[src/rtl/wb_mem_arbiter_if.sv]
// Bus bundle for wb_mem_arbiter.
//   iwb_*  : instruction master (read-only Wishbone classic)
//   dwb_*  : data master (read/write Wishbone classic)
//   m_*    : shared port toward the unified memory slave
//   grant_o: {d_granted, i_granted} debug view
//   timeout_o: sticky watchdog-fired flag
// Modport 'slave' is the arbiter's view; 'master' is the environment's view.
interface wb_mem_arbiter_if;
    logic [31:0] iwb_adr_i;
    logic        iwb_cyc_i;
    logic        iwb_stb_i;
    logic [31:0] iwb_dat_o;
    logic        iwb_ack_o;
    logic        iwb_err_o;

    logic [31:0] dwb_adr_i;
    logic [31:0] dwb_dat_i;
    logic        dwb_we_i;
    logic [3:0]  dwb_sel_i;
    logic        dwb_cyc_i;
    logic        dwb_stb_i;
    logic [31:0] dwb_dat_o;
    logic        dwb_ack_o;
    logic        dwb_err_o;

    logic [31:0] m_adr_o;
    logic [31:0] m_dat_o;
    logic        m_we_o;
    logic [3:0]  m_sel_o;
    logic        m_cyc_o;
    logic        m_stb_o;
    logic [31:0] m_dat_i;
    logic        m_ack_i;
    logic        m_err_i;

    logic [1:0]  grant_o;
    logic        timeout_o;

    modport slave (
        input  iwb_adr_i, iwb_cyc_i, iwb_stb_i,
        output iwb_dat_o, iwb_ack_o, iwb_err_o,
        input  dwb_adr_i, dwb_dat_i, dwb_we_i, dwb_sel_i, dwb_cyc_i, dwb_stb_i,
        output dwb_dat_o, dwb_ack_o, dwb_err_o,
        output m_adr_o, m_dat_o, m_we_o, m_sel_o, m_cyc_o, m_stb_o,
        input  m_dat_i, m_ack_i, m_err_i,
        output grant_o, timeout_o
    );

    modport master (
        output iwb_adr_i, iwb_cyc_i, iwb_stb_i,
        input  iwb_dat_o, iwb_ack_o, iwb_err_o,
        output dwb_adr_i, dwb_dat_i, dwb_we_i, dwb_sel_i, dwb_cyc_i, dwb_stb_i,
        input  dwb_dat_o, dwb_ack_o, dwb_err_o,
        input  m_adr_o, m_dat_o, m_we_o, m_sel_o, m_cyc_o, m_stb_o,
        output m_dat_i, m_ack_i, m_err_i,
        input  grant_o, timeout_o
    );
endinterface

[src/rtl/wb_mem_arbiter.sv]
// Two-master Wishbone classic arbiter sharing one unified memory port between
// the instruction bus (iwb) and data bus (dwb). Round-robin under contention,
// grant held for a whole transaction, per-transaction watchdog.
// Ports:
//   clk   : rising-edge clock
//   rst_n : synchronous active-low reset
//   bus   : wb_mem_arbiter_if.slave (iwb_*, dwb_*, m_*, grant_o, timeout_o)
// Parameters:
//   TIMEOUT_CYCLES : BUSY cycles without a response before a watchdog error (2..65535)
//   CNT_W          : watchdog counter width, must hold TIMEOUT_CYCLES
module wb_mem_arbiter #(
    parameter int TIMEOUT_CYCLES = 255,
    parameter int CNT_W          = 16
) (
    input  logic                  clk,
    input  logic                  rst_n,
    wb_mem_arbiter_if.slave       bus
);

    typedef enum logic [1:0] {IDLE, BUSY_I, BUSY_D} state_t;

    state_t           state_q, state_d;
    logic             last_d_q, last_d_d;   // 1: last grant went to dwb
    logic [CNT_W-1:0] cnt_q, cnt_d;
    logic             timeout_q, timeout_d;

    logic i_req, d_req;
    logic busy, sel_d;
    logic x_cyc, x_stb;
    logic x_ack, x_err, wd_fire;

    assign i_req = bus.iwb_cyc_i & bus.iwb_stb_i;
    assign d_req = bus.dwb_cyc_i & bus.dwb_stb_i;
    assign busy  = (state_q == BUSY_I) || (state_q == BUSY_D);
    assign sel_d = (state_q == BUSY_D);
    assign x_cyc = sel_d ? bus.dwb_cyc_i : bus.iwb_cyc_i;
    assign x_stb = sel_d ? bus.dwb_stb_i : bus.iwb_stb_i;

    always_comb begin
        state_d   = state_q;
        last_d_d  = last_d_q;
        cnt_d     = cnt_q;
        timeout_d = timeout_q;
        x_ack     = 1'b0;
        x_err     = 1'b0;
        wd_fire   = 1'b0;
        unique case (state_q)
            IDLE: begin
                // On contention the master that did not win last time goes.
                if (d_req && (!i_req || !last_d_q)) begin
                    state_d  = BUSY_D;
                    last_d_d = 1'b1;
                    cnt_d    = '0;
                end else if (i_req) begin
                    state_d  = BUSY_I;
                    last_d_d = 1'b0;
                    cnt_d    = '0;
                end
            end
            BUSY_I, BUSY_D: begin
                // Response beats abort, abort beats the watchdog.
                if (bus.m_ack_i) begin
                    x_ack   = 1'b1;
                    state_d = IDLE;
                end else if (bus.m_err_i) begin
                    x_err   = 1'b1;
                    state_d = IDLE;
                end else if (!x_cyc) begin
                    state_d = IDLE;
                end else if (cnt_q == CNT_W'(TIMEOUT_CYCLES - 1)) begin
                    wd_fire   = 1'b1;
                    x_err     = 1'b1;
                    timeout_d = 1'b1;
                    state_d   = IDLE;
                end else begin
                    cnt_d = cnt_q + CNT_W'(1);
                end
            end
            default: state_d = IDLE;
        endcase
    end

    always_ff @(posedge clk) begin
        if (!rst_n) begin
            state_q   <= IDLE;
            last_d_q  <= 1'b0;
            cnt_q     <= '0;
            timeout_q <= 1'b0;
        end else begin
            state_q   <= state_d;
            last_d_q  <= last_d_d;
            cnt_q     <= cnt_d;
            timeout_q <= timeout_d;
        end
    end

    // Memory-side mux; the instruction path is a fixed full-word read.
    assign bus.m_adr_o = !busy ? 32'h0 : (sel_d ? bus.dwb_adr_i : bus.iwb_adr_i);
    assign bus.m_dat_o = (busy && sel_d) ? bus.dwb_dat_i : 32'h0;
    assign bus.m_we_o  = busy & sel_d & bus.dwb_we_i;
    assign bus.m_sel_o = !busy ? 4'h0 : (sel_d ? bus.dwb_sel_i : 4'hF);
    assign bus.m_cyc_o = busy & x_cyc & ~wd_fire;
    assign bus.m_stb_o = busy & x_stb & ~wd_fire;

    assign bus.iwb_ack_o = x_ack & ~sel_d;
    assign bus.iwb_err_o = x_err & ~sel_d;
    assign bus.dwb_ack_o = x_ack &  sel_d;
    assign bus.dwb_err_o = x_err &  sel_d;
    assign bus.iwb_dat_o = bus.m_dat_i;
    assign bus.dwb_dat_o = bus.m_dat_i;

    assign bus.grant_o   = {state_q == BUSY_D, state_q == BUSY_I};
    assign bus.timeout_o = timeout_q;

endmodule

[src/flat_wrapper.sv]
// flat-port wrapper written by rule: the top's interface ports become plain ports
module wb_mem_arbiter_flat 
#(
    parameter int TIMEOUT_CYCLES = 255,
    parameter int CNT_W          = 16
)
  (clk, rst_n, bus_iwb_adr_i, bus_iwb_cyc_i, bus_iwb_stb_i, bus_iwb_dat_o, bus_iwb_ack_o, bus_iwb_err_o, bus_dwb_adr_i, bus_dwb_dat_i, bus_dwb_we_i, bus_dwb_sel_i, bus_dwb_cyc_i, bus_dwb_stb_i, bus_dwb_dat_o, bus_dwb_ack_o, bus_dwb_err_o, bus_m_adr_o, bus_m_dat_o, bus_m_we_o, bus_m_sel_o, bus_m_cyc_o, bus_m_stb_o, bus_m_dat_i, bus_m_ack_i, bus_m_err_i, bus_grant_o, bus_timeout_o);
  wb_mem_arbiter_if bus_i ();
  input  logic clk;
  input  logic rst_n;
  input wire logic [$bits(bus_i.iwb_adr_i)-1:0] bus_iwb_adr_i;
  input wire logic [$bits(bus_i.iwb_cyc_i)-1:0] bus_iwb_cyc_i;
  input wire logic [$bits(bus_i.iwb_stb_i)-1:0] bus_iwb_stb_i;
  output wire logic [$bits(bus_i.iwb_dat_o)-1:0] bus_iwb_dat_o;
  output wire logic [$bits(bus_i.iwb_ack_o)-1:0] bus_iwb_ack_o;
  output wire logic [$bits(bus_i.iwb_err_o)-1:0] bus_iwb_err_o;
  input wire logic [$bits(bus_i.dwb_adr_i)-1:0] bus_dwb_adr_i;
  input wire logic [$bits(bus_i.dwb_dat_i)-1:0] bus_dwb_dat_i;
  input wire logic [$bits(bus_i.dwb_we_i)-1:0] bus_dwb_we_i;
  input wire logic [$bits(bus_i.dwb_sel_i)-1:0] bus_dwb_sel_i;
  input wire logic [$bits(bus_i.dwb_cyc_i)-1:0] bus_dwb_cyc_i;
  input wire logic [$bits(bus_i.dwb_stb_i)-1:0] bus_dwb_stb_i;
  output wire logic [$bits(bus_i.dwb_dat_o)-1:0] bus_dwb_dat_o;
  output wire logic [$bits(bus_i.dwb_ack_o)-1:0] bus_dwb_ack_o;
  output wire logic [$bits(bus_i.dwb_err_o)-1:0] bus_dwb_err_o;
  output wire logic [$bits(bus_i.m_adr_o)-1:0] bus_m_adr_o;
  output wire logic [$bits(bus_i.m_dat_o)-1:0] bus_m_dat_o;
  output wire logic [$bits(bus_i.m_we_o)-1:0] bus_m_we_o;
  output wire logic [$bits(bus_i.m_sel_o)-1:0] bus_m_sel_o;
  output wire logic [$bits(bus_i.m_cyc_o)-1:0] bus_m_cyc_o;
  output wire logic [$bits(bus_i.m_stb_o)-1:0] bus_m_stb_o;
  input wire logic [$bits(bus_i.m_dat_i)-1:0] bus_m_dat_i;
  input wire logic [$bits(bus_i.m_ack_i)-1:0] bus_m_ack_i;
  input wire logic [$bits(bus_i.m_err_i)-1:0] bus_m_err_i;
  output wire logic [$bits(bus_i.grant_o)-1:0] bus_grant_o;
  output wire logic [$bits(bus_i.timeout_o)-1:0] bus_timeout_o;
  assign bus_i.iwb_adr_i = bus_iwb_adr_i;
  assign bus_i.iwb_cyc_i = bus_iwb_cyc_i;
  assign bus_i.iwb_stb_i = bus_iwb_stb_i;
  assign bus_iwb_dat_o = bus_i.iwb_dat_o;
  assign bus_iwb_ack_o = bus_i.iwb_ack_o;
  assign bus_iwb_err_o = bus_i.iwb_err_o;
  assign bus_i.dwb_adr_i = bus_dwb_adr_i;
  assign bus_i.dwb_dat_i = bus_dwb_dat_i;
  assign bus_i.dwb_we_i = bus_dwb_we_i;
  assign bus_i.dwb_sel_i = bus_dwb_sel_i;
  assign bus_i.dwb_cyc_i = bus_dwb_cyc_i;
  assign bus_i.dwb_stb_i = bus_dwb_stb_i;
  assign bus_dwb_dat_o = bus_i.dwb_dat_o;
  assign bus_dwb_ack_o = bus_i.dwb_ack_o;
  assign bus_dwb_err_o = bus_i.dwb_err_o;
  assign bus_m_adr_o = bus_i.m_adr_o;
  assign bus_m_dat_o = bus_i.m_dat_o;
  assign bus_m_we_o = bus_i.m_we_o;
  assign bus_m_sel_o = bus_i.m_sel_o;
  assign bus_m_cyc_o = bus_i.m_cyc_o;
  assign bus_m_stb_o = bus_i.m_stb_o;
  assign bus_i.m_dat_i = bus_m_dat_i;
  assign bus_i.m_ack_i = bus_m_ack_i;
  assign bus_i.m_err_i = bus_m_err_i;
  assign bus_grant_o = bus_i.grant_o;
  assign bus_timeout_o = bus_i.timeout_o;
  wb_mem_arbiter #(.TIMEOUT_CYCLES(TIMEOUT_CYCLES), .CNT_W(CNT_W)) u_core (.clk(clk), .rst_n(rst_n), .bus(bus_i));
endmodule
[config.mk]
export PLATFORM = sky130hd
export DESIGN_NAME = wb_mem_arbiter_flat
export DESIGN_NICKNAME = d
export VERILOG_FILES = /design/src/rtl/wb_mem_arbiter_if.sv /design/src/rtl/wb_mem_arbiter.sv /design/src/flat_wrapper.sv
export SDC_FILE = /design/constraint.sdc
export NUM_CORES = 1
export LEC_CHECK = 0
export ABC_AREA = 0
export ABC_CLOCK_PERIOD_IN_PS = 2500
export BUFFER_PORTS_ARGS = -buffer_cell sky130_fd_sc_hd__clkbuf_2
export CAP_MARGIN = 20
export CORE_AREA = 2 2 111 113
export DETAILED_ROUTE_END_ITERATION = 8
export DIE_AREA = 0 0 113 115
export GPL_TIMING_DRIVEN = 0
export RECOVER_POWER = 25
export SYNTH_ARGS = -nofsm -noshare
export SYNTH_HDL_FRONTEND = slang
export SYNTH_SLANG_ARGS = --single-unit
export TNS_END_PERCENT = 1
[constraint.sdc]
create_clock -name clk -period 2.5 [get_ports clk]
set_input_delay 0 -clock clk [delete_from_list [all_inputs] [get_ports clk]]
set_output_delay 0 -clock clk [all_outputs]
set_load 0.02 [all_outputs]
After elaboration in Yosys (flattened, before gate mapping)
Index checks and enable logic that the tools add are counted.

word-level totals
  register bits after elaboration = 20
  input port bits = 141
  output and inout bits = 142
  logic and storage cells = 77

operators by class
  $add $sub $neg = 1
  equal/unequal tests = 9
  mux-type cells = 33
  bitwise gates (word level) = 16
  reduce and logical (&&, ||, !) cells = 14

operator list
  operator                                                count
  two-way mux 16 bit                                      6
  two-way mux 32 bit                                      3
  case mux 16 bit (2 select lines)                        1
  adder 16 x 1 -> 16 bit (second input constant)          1
  equality test 16 x 8 -> 1 bit (second input constant)   1
  two-way mux 1 bit                                       14
  AND 1 bit                                               12
  two-way mux 2 bit                                       6
  two-way mux 4 bit                                       2
  inequality test 2 bit (second input constant)           3
  AND reduction 6 bit                                     1
  inequality test 5 bit (second input constant)           1
  AND reduction 5 bit                                     1
  NOT 1 bit                                               4
  case mux 2 bit (2 select lines)                         1
  AND reduction 2 bit                                     2
  nonzero test 2 bit                                      2
  inequality test 3 x 1 -> 1 bit (second input constant)  1
  equality test 2 x 1 -> 1 bit (second input constant)    1
  equality test 2 bit (second input constant)             1
  logical AND 1 bit                                       2
  logical NOT 1 bit                                       2
  logical NOT 2 bit                                       1
  logical OR 1 bit                                        2
  2 further kinds                                         2

Logic depth before layout (Yosys ltp)
  depth in word-level cells = 8
  mapped depth = 8
  depth with buffers taken out = 6

Least setup slack after synthesis
OpenSTA, ideal clock, no wires.

  path type = register to register
  from = reg u_core.cnt_q[0]
  to = reg u_core.cnt_q[3]
  setup time = 132 ps
  arrival = 1981 ps
  data required time = 2368 ps
  setup slack = 387 ps
  stages on the path, launching flop included = 9
  path buffers = 2
  clock period less this slack = 2113 ps
  path through = dfxtp_1 > inv_1 > ha_1 > or4b_1 > or4_4 > buf_6 > buf_4 > a31oi_1 > o21ai_1

between the ends
  cells in the longest elaborated chain, start to end = 6
  elaborated cells between the ends (all ways) = 9
  those cells by class = 1 x add/sub; 2 x eq/ne; 5 x mux; 1 x reduce/logical

ends and longest elaborated chain
  item                              line                  RTL
  start: declaration                wb_mem_arbiter.sv:24  logic [CNT_W-1:0] cnt_q, cnt_d;
  start signal: assignment          wb_mem_arbiter.sv:92  cnt_q <= cnt_d;
  adder 16 x 1 -> 16 bit            wb_mem_arbiter.sv:76  cnt_d = cnt_q + CNT_W'(1);
  two-way mux 16 bit                wb_mem_arbiter.sv:70  end else if (cnt_q == CNT_W'(TIMEOUT_CYCLES - 1)) begin
  two-way mux 16 bit                wb_mem_arbiter.sv:68  end else if (!x_cyc) begin
  two-way mux 16 bit                wb_mem_arbiter.sv:65  end else if (bus.m_err_i) begin
  two-way mux 16 bit                wb_mem_arbiter.sv:62  if (bus.m_ack_i) begin
  case mux 16 bit (2 select lines)  wb_mem_arbiter.sv:47  unique case (state_q)

Several ways; a longest one is shown, not always the timed one. The select of a mux whose other input is x is not followed.
A chain may end at the register's enable or synchronous reset.

Final worst setup path
  from = reg u_core.cnt_q[0]
  to = out bus_m_cyc_o

between the ends
  cells in the longest elaborated chain, start to end = 8

ends and longest elaborated chain
  item                           line                   RTL
  equality test 16 x 8 -> 1 bit  wb_mem_arbiter.sv:70
  two-way mux 1 bit              wb_mem_arbiter.sv:70
  two-way mux 1 bit              wb_mem_arbiter.sv:68
  two-way mux 1 bit              wb_mem_arbiter.sv:65
  two-way mux 1 bit              wb_mem_arbiter.sv:62
  two-way mux 1 bit              wb_mem_arbiter.sv:47
  NOT 1 bit                      wb_mem_arbiter.sv:102  assign bus.m_cyc_o = busy & x_cyc & ~wd_fire;
  AND 1 bit                      wb_mem_arbiter.sv:102
  end: declaration               flat_wrapper.sv:30     output wire logic [$bits(bus_i.m_cyc_o)-1:0] bus_m_cyc_o;

No other way between the ends.

==> impl_metrics.env <==
export IMPL_outcome="finished, violations left"
export IMPL_failed_checks="design-rule violations"
export IMPL_io_buffer_count=250
export IMPL_num_io_pins=283
export IMPL_drtIter0Drc=138
export IMPL_syn_inst=348
export IMPL_slew_viol_final=0
export IMPL_synth_cell_types=42
export IMPL_yosys_area_share_simple_pct=33.2
export IMPL_ys_ff_latch=20
export IMPL_routabilityCongestion=0.848
export IMPL_path_clk_slew_ns=0.06
export IMPL_drive_gt1_share_pct=48.8
export IMPL_p_leak_nw=2.01
export IMPL_die_w_um=113
export IMPL_powerDensity_mw_per_mm2=379
export IMPL_holdPathEnd="u_core.last_d_q$_SDFFE_PN0P_"
export IMPL_nFillCells=1311
export IMPL_synthAdderAreaFrac_pct=2.40
export IMPL_dr_total_vias=3279
export IMPL_p_comb_share_pct=57.6
export IMPL_min_period_ns=2.33
export IMPL_seqPwrFrac_pct=21.1
export IMPL_fin_total_pwr_mw=1.55
export IMPL_core_area_mm2=0.0118
export IMPL_min_path_type="in2reg"
export IMPL_synth_compound_area_share_pct=12.0
export IMPL_cts_buffer_depth=2
export IMPL_die_h_um=115
export IMPL_wirelength_um=10800
export IMPL_crit_required_ns=2.50
export IMPL_startpoint_type="flop"
export IMPL_grt_pass1_vias=2987
export IMPL_htree_levels=1
export IMPL_rsz0062_at_grt="false"
export IMPL_relSlewSlack_pct=52.6
export IMPL_synthXorXnorAreaFrac_pct=0
export IMPL_rows=40
export IMPL_area_growth_pct=57.1
export IMPL_ys_warn_count=0
export IMPL_maxCapViolCount=0
export IMPL_syn_area_per_cell_um2=7.50
export IMPL_max_stage_delay_ns=0.49
export IMPL_min_period_over_period_pct=93.3
export IMPL_postRouteAntennaNets=0
export IMPL_synth_edf_count=0
export IMPL_syn_num_nets=494
export IMPL_cts_sinks=20
export IMPL_cts_tree="yes"
export IMPL_cts_setup_buffers=0
export IMPL_r2r_start="u_core.state_q[0]$_SDFFE_PN0P_"
export IMPL_synth_mux_area_fraction_pct=13.4
export IMPL_cts_root_buffer="clkbuf_16"
export IMPL_drc=20
export IMPL_worst_r2r_endpoint="u_core.cnt_q[8]$_SDFFE_PN0P_"
export IMPL_setup_viol=0
export IMPL_internal_power_mw=0.895
export IMPL_fin_worst_skew_ns=0.00153
export IMPL_syn_area_mm2=0.00261
export IMPL_ys_seq_area_share_pct=15.3
export IMPL_async_flop_share_pct=0
export IMPL_hold_path_startpoint="bus_iwb_stb_i"
export IMPL_cpMaxStageDelayCell="or4_4"
export IMPL_synth_ff_type="dfxtp_1"
export IMPL_peakVddDrop_mv=0.231
export IMPL_worstSetupPathDepth=8
export IMPL_path_cells="inv_1, ha_1, or4b_4, or4_4, buf_6, o21ai_2, nor2_1, buf_2"
export IMPL_place_area_mm2=0.00404
export IMPL_synth_top_family_by_area="simple AND/OR/NAND/NOR gates"
export IMPL_finalHoldViolCount=0
export IMPL_path_delay_family="simple AND/OR/NAND/NOR gates"
export IMPL_hold_path_depth=4
export IMPL_fmax_ghz=0.429
export IMPL_wire_per_inst_um=14.5
export IMPL_critPathBufInv=3
export IMPL_route_detailed_vias_per_inst=4.38
export IMPL_stdcell_area_mm2=0.00410
export IMPL_final_common_cell="clkbuf_2"
export IMPL_die_area_mm2=0.0130
export IMPL_first_pass_iters=7
export IMPL_dp_hpwl_um=9430
export IMPL_start_util_pct=22.1
export IMPL_grt_pass1_wl_um=15800
export IMPL_r2r_worst_path_cells=8
export IMPL_reg2reg_slack_ns=0.17
export IMPL_grt_max_degree=11
export IMPL_antenna_found_initial=0
export IMPL_layout_common_cells="clkbuf_2 (212), buf_4 (66), clkbuf_1 (53)"
export IMPL_final_nets=749
export IMPL_crit_fanout=8
export IMPL_overflow=0
export IMPL_swShare_pct=42.4
export IMPL_worstSetupEndpointType="output pin"
export IMPL_insertion_delay_ns=0.25
export IMPL_worstSetupPathType="reg2out"
export IMPL_cts_buffers=3
export IMPL_antennaDiodeCount=0
export IMPL_globalRouteTotalUtil_pct=15.5
export IMPL_clkPwrFrac_pct=21.3
export IMPL_final_core_util_pct=34.7
export IMPL_p_switching_mw=0.660
export IMPL_cp_arrival_ns=2.33
export IMPL_worst_pin_slew_ns=0.711
==> metrics by stage <==
step           worst slack [ns]  hold slack, ns  setup TNS, ns  cells
2_1_floorplan             0.387           0.113              0    348
3_3_place_gp             -0.104           0.224         -0.313    745
3_5_place_dp            -0.0772           0.224         -0.109    745
4_1_cts                  0.0254           0.141              0    748
5_1_grt                  0.0132           0.213              0    748
6_report                  0.168           0.146              0    748
==> power by group through the flow <==
stage	sequential [mW]	clock, mW	combinational, mW
final	0.328	0.331	0.895
after CTS	0.329	0.336	0.901
after global routing	0.329	0.351	0.962
after floorplan	0.335	0	0.562
after detailed placement	0.336	0	0.894
after global placement	0.335	0	0.894
==> worst max path at each step <==
stage | startpoint | endpoint | slack (ns)
after floorplan | u_core.cnt_q[0]$_SDFFE_PN0P_ | u_core.cnt_q[3]$_SDFFE_PN0P_ | 0.39
after global placement | u_core.state_q[0]$_SDFFE_PN0P_ | bus_m_dat_o[9] | -0.10
after detailed placement | u_core.state_q[0]$_SDFFE_PN0P_ | bus_m_dat_o[9] | -0.08
after CTS | u_core.cnt_q[0]$_SDFFE_PN0P_ | bus_m_cyc_o | 0.03
after global routing | u_core.state_q[0]$_SDFFE_PN0P_ | u_core.cnt_q[9]$_SDFFE_PN0P_ | 0.01
final | u_core.cnt_q[0]$_SDFFE_PN0P_ | bus_m_cyc_o | 0.17
==> layer usage <==
layer / track usage (%) / vias to the layer above / share of wire (%)
li1: - / 1636 / -
met2: 25.4 / 162 / 45
met4: 2.85 / 0 / 0.97
met1: 20.8 / 1473 / 44
met5: 0 / - / 0
met3: 3.85 / 8 / 9.6
==> cells in the mapped netlist, types with 7 or more instances <==
cell | n | area share [%]
buf_4 | 66 | 19
and2_1 | 35 | 8.4
mux2i_1 | 35 | 13
nor2b_1 | 34 | 8.2
nand2_1 | 22 | 3.2
dfxtp_1 | 20 | 15
a31oi_1 | 18 | 4.3
clkbuf_1 | 17 | 2.4
inv_1 | 11 | 1.6
nand2b_1 | 9 | 2.2
nor2_1 | 9 | 1.3
nand3_1 | 8 | 1.5
nand4_1 | 8 | 1.9
nor3_1 | 7 | 1.3
==> kinds of logic (layout without fill, tap and decap cells) <==
kind of cell	count (synthesis)	in the layout
buffers and inverters	96	349
muxes	35	35
and+or+nand+nor	148	148
DFF	20	20
AOI/OAI and AO/OA	44	44
adders and majority gates	5	5
==> layout make-up <==
cell class	count	area, um^2	share of cell area, %
clock buffer	3	75.1	1.83
sequential	20	400	9.77
buffer	85	583	14.2
tap	147	184	4.49
timing repair buffer	250	1200	29.3
multi-input combinational	232	1610	39.4
inverter	11	41.3	1.01
==> timing repair <==
item | CTS | global route
resized for setup | 4 | 10
hold endpoints to repair | 0 | 0
hold buffers | 0 | 0
setup endpoints to repair | 33 | 24
==> flip-flops by register name, indices dropped and copies added, names as in the netlist <==
| register | cells |
|---|---|
| u_core.bus.timeout_o | 1 |
| u_core.cnt_q | 16 |
| u_core.last_d_q | 1 |
| u_core.state_q | 2 |
==> tightest hold or removal path, delay by kind of cell <==
kind	cells	cell delay [ns]
AO/OA/AOI/OAI	1	0.06
buffers and inverters	1	0.12
AND/OR/NAND/NOR	2	0.19
Power figures use the tool's default switching activity.
